===== src/rtl/mkg_pkg.sv =====
// mkg_pkg: shared FSM states, whitening constant and 4-bit MKG reversible cell
package mkg_pkg;
  typedef enum logic [1:0] {IDLE, MIX, DONE} state_t;
  localparam logic [7:0] WHITEN_KEY = 8'hA5;
  function automatic logic [3:0] mkg_cell(input logic [3:0] n);
    logic a, b, c, d, t;
    {a, b, c, d} = n;
    t = (~a & ~d) ^ ~b;
    return {a, c, t ^ c, (t & c) ^ ((a & b) ^ d)};
  endfunction
endpackage


===== src/rtl/mkg_layer.sv =====
// mkg_layer: one combinational mixing layer of CW/4 MKG cells followed by rotl1
module mkg_layer
  import mkg_pkg::*;
#(
  parameter int CW = 64
) (
  input  logic [CW-1:0] d,
  output logic [CW-1:0] q
);
  logic [CW-1:0] m;
  for (genvar i = 0; i < CW / 4; i++) begin : g_cell
    assign m[4*i +: 4] = mkg_cell(d[4*i +: 4]);
  end
  assign q = {m[CW-2:0], m[CW-1]};
endmodule


===== src/rtl/mkg_challenge_mixer.sv =====
// mkg_challenge_mixer: iterated MKG challenge mixer with valid/ready handshake; optional round-key whitening via MKG_MIX_WHITEN_EN
module mkg_challenge_mixer
  import mkg_pkg::*;
#(
  parameter int CW     = 64,
  parameter int ROUNDS = 4
) (
  input  logic          clk,
  input  logic          rst_n,
  input  logic          in_valid,
  output logic          in_ready,
  input  logic [CW-1:0] in_chal,
  output logic          out_valid,
  input  logic          out_ready,
  output logic [CW-1:0] out_chal,
  output logic          busy
);
  localparam int CNTW = $clog2(ROUNDS + 1);
  state_t state, state_nx;
  logic [CW-1:0] state_reg, mix_in, mix_out;
  logic [CNTW-1:0] cnt;
  logic last;
`ifdef MKG_MIX_WHITEN_EN
  logic [7:0] key_byte;
  logic [CW-1:0] key;
  always_comb begin
    key_byte = WHITEN_KEY ^ 8'(cnt);
    for (int b = 0; b < CW; b++) key[b] = key_byte[b % 8];
  end
  assign mix_in = state_reg ^ key;
`else
  assign mix_in = state_reg;
`endif
  mkg_layer #(.CW(CW)) u_layer (.d(mix_in), .q(mix_out));
  assign last = cnt == CNTW'(ROUNDS - 1);
  always_comb begin
    state_nx = (state == IDLE) ? (in_valid ? MIX : IDLE) :
               (state == MIX)  ? (last ? DONE : MIX) :
                                 (out_ready ? IDLE : DONE);
  end
  always_ff @(posedge clk) begin
    if (!rst_n) begin
      state     <= IDLE;
      state_reg <= '0;
      cnt       <= '0;
    end else begin
      state <= state_nx;
      if (state == IDLE && in_valid) begin
        state_reg <= in_chal;
        cnt       <= '0;
      end else if (state == MIX) begin
        state_reg <= mix_out;
        cnt       <= cnt + CNTW'(1);
      end
    end
  end
  assign in_ready  = state == IDLE;
  assign out_valid = state == DONE;
  assign busy      = state == MIX;
  assign out_chal  = state_reg;
endmodule

===== config.mk =====
export PLATFORM = sky130hd
export DESIGN_NAME = mkg_challenge_mixer
export DESIGN_NICKNAME = d
export VERILOG_FILES = /design/src/rtl/mkg_pkg.sv /design/src/rtl/mkg_layer.sv /design/src/rtl/mkg_challenge_mixer.sv
export SDC_FILE = /design/constraint.sdc
export NUM_CORES = 1
export LEC_CHECK = 0
export ABC_CLOCK_PERIOD_IN_PS = 1650
export CAP_MARGIN = 5
export CORE_ASPECT_RATIO = 0.75
export CORE_MARGIN = 2
export CORE_UTILIZATION = 40
export CTS_CLUSTER_SIZE = 40
export DETAILED_ROUTE_END_ITERATION = 16
export GPL_TIMING_DRIVEN = 0
export PLACE_DENSITY = 0.73
export SLEW_MARGIN = 20
export SYNTH_ARGS = -nofsm -noshare
export SYNTH_HDL_FRONTEND = slang
export SYNTH_SLANG_ARGS = --single-unit

===== constraint.sdc =====
create_clock -name clk -period 1.65 [get_ports clk]
set_input_delay 0.33 -clock clk [delete_from_list [all_inputs] [get_ports clk]]
set_output_delay 0.33 -clock clk [all_outputs]
set_load 0.02 [all_outputs]

==> flow_summary.toml <==
[setup_path]
cpPeakStageDelay_ns = 0.32
crit_top_cell = "buf_6"
cp_top_family = "buffers and inverters"
required_ns = 1.32
critPathCaptureType = "primary output"
crit_chain = "buf_6, nor2b_4, buf_6, clkbuf_16, buf_8"
crit_buf_inv = 4
cp_max_fo = 10
crit_path_start_kind = "flop"
cp_slowest_cell = "dfxtp_2"
cp.arrival_ns = 1.30
path_class = "flop to primary output"

[worst_hold_path]
hold_class = "input pin to flop"

[cells_and_area]
n_antenna_cell = 0
fin_nets = 673
fin_area_um2 = 5630
area_growth_pct = 49.7
largest_reg_flops = 64
drive_above_1_share_pct = 9.12
instances_no_fill = 720

[routing]
wl_per_cell_um = 16.8
vias = 3861
dr.first_iter.drc_count = 236
drc = 0
avgViaCountPerCell = 5.36
drt_pass1_iterations = 4
detail_route.wirelength_um = 12100
drtAntennaViolNets = 0

[grt]
grt_pass1_vias = 3744
antenna_found_initial = 0
grt-ovfl-total = 0
grt.total_usage_pct = 24.2
grt_max_degree = 20
grt_first_pass_wirelength_um = 18900

[floorplan]
num_rows = 30
dieArea_um2 = 10200
fp.dieH_um = 88.0
fp.dieW_um = 116
start_util_pct = 41.4
coreArea_um2 = 9080
pin_count = 135

[timing]
finalWorstSetupSlack_ns = 0.0199
fmax_ghz = 0.613
finalSetupViolCount = 0
rsz0062_at_grt = "true"
hold_viol_final = 0
tightest_slew_ns = 0.557
slew_violations = 0
finalClockSkew_ns = 0.00675
fin_crit_ns = 1.63
period_share_pct = 98.8
slew_headroom_pct = 62.9

[cts]
cts_inserted_buffers = 9
cts_hold_buf = 0
htreeDepth = 3
clock_latency_ns = 0.33
cts_sinks = 69
cts.path.max_buffers = 2
clkTransAtPathRegs_ns = 0.05
clock-root-buffer = "clkbuf_16"
cts_tree = "yes"

[yosys]
synth-seq-cells = 69
yosysWarnings = 0
syn-mean-instance-area_um2 = 8.54
synth_top_area_cell = "dfxtp_1"
synth_area_leaders = "dfxtp_1 (37%), xnor2_1 (11%), o2bb2ai_1 (9.1%), a21oi_1 (8.5%), o21ai_0 (6.5%)"
synthesis.nets = 526
ys_types = 26
ys_seq_area_share_pct = 36.8
syn_inst = 440
syn_area_um2 = 3760
synth_top_area_share_pct = 36.8

[placement]
dp_hpwl_um = 8490
pre_cts_ws_ns = -0.814
placed_cells = 701
io_buffers = 133
gp_congestion = 0.817
place_area_um2 = 5250

[job]
maxCapViolations = 0

[run_status]
status = "finished, final reports clean"

[pwr]
cellPowerDensity_nw_per_um2 = 1070
power_leakage_nw = 2.28
peakVddDrop_uv = 666
[cells in the final DEF, fill, tap and decap left out, drive strengths merged, types with 2 or more instances in the layout]
cell type / n
clkdlybuf4s50: 65
nand2b: 2
clkbuf: 37
dlygate4sd2: 64
o22ai: 9
o221ai: 16
o2bb2ai: 39
buf: 18
nor2: 57
o21ai: 49
inv: 3
ha: 18
xnor2: 48
nand2: 18
a21oi: 64
dfxtp: 69
nor2b: 3
bufinv: 3
[power breakdown]
group | internal [mW] | total (mW) | switching [mW] | leakage [nW]
registers | 1.85 | 2.07 | 0.223 | 0.575
clock network | 1.56 | 2.29 | 0.727 | 0.172
logic | 0.811 | 1.68 | 0.869 | 1.53
total | 4.22 | 6.04 | 1.82 | 2.28
[path summary, 6_finish.rpt]
kind / from / end / slack, ns / cells past startpoint
max reg2reg: state[0] / out_chal[45] / 0.04 / 7
min reg2reg: cnt[1] / cnt[1] / 0.49 / 2
max: state[0] / busy / 0.02 / 5
min: rst_n / out_chal[49] / 0.37 / 3
[per-stage QoR]
step                 TNS, ns  hold WS (ns)  power (mW)  utilization [%]
floorplan                  0         0.460        3.12                -
global route         -0.0310         0.394        6.34             61.9
finish                     0         0.368        6.04             61.9
CTS                 -0.00523         0.373        6.05             61.5
detailed placement    -17.28         0.478        3.87             57.8
global placement      -16.03         0.470        3.82             57.8
[cells in the mapped netlist]
library cell / n
dfxtp_1: 69
a21oi_1: 64
nor2_1: 57
o21ai_0: 49
xnor2_1: 48
o2bb2ai_1: 39
clkbuf_1: 27
ha_1: 18
nand2_1: 18
o221ai_2: 10
o22ai_1: 9
buf_2: 6
o221ai_1: 6
buf_6: 3
nor2b_1: 3
buf_4: 2
inv_1: 2
nand2b_1: 2
a21boi_0: 1
a2bb2oi_1: 1
and3_1: 1
clkinv_1: 1
o211a_1: 1
o21ba_2: 1
o32a_1: 1
or3b_1: 1
[what timing repair did]
action                     4_1_cts  5_1_grt
setup endpoints to repair       94       16
buffers inserted                 1        3
gates resized for setup         98        3
pin swaps                        0        1
[metal layers]
metal / GRT usage (%) / share of wire, % / up-vias / wire length, µm
met2: 38.3 / 46 / 133 / 5560
met5: 0 / 0 / - / 0
li1: - / - / 1885 / -
met4: 8.33 / 0.50 / 0 / 61
met3: 5.74 / 7.7 / 8 / 934
met1: 32.5 / 46 / 1835 / 5560
[area by class of cell]
cell class,count,area [µm²]
fill,841,3460
timing repair buffer,137,1290
clock inverter,5,106
multi-input combinational,330,2190
sequential,69,1390
buffer,37,220
inverter,3,13.8
tap,128,160
clock buffer,11,253
[worst register-to-register path: cells and delay by family, from the launching register on]
kind / cells / cell delay (ns)
DFF: 1 / 0.32
buffers and inverters: 4 / 0.56
and+or+nand+nor: 1 / 0.38
AOI/OAI and AO/OA: 2 / 0.24
[logic make-up (layout without fill, tap and decap cells)]
family	count (synthesis)	count (layout)	share of synthesized area [%]
AO/OA/AOI/OAI	182	182	32.3
XOR/XNOR	48	48	11.2
adder cells (fa/ha/maj)	18	18	5.99
buffers and inverters	41	193	5.09
flip-flops	69	69	36.8
AND/OR/NAND/NOR	82	82	8.72
Note: power is estimated with default switching activity, not from simulation.
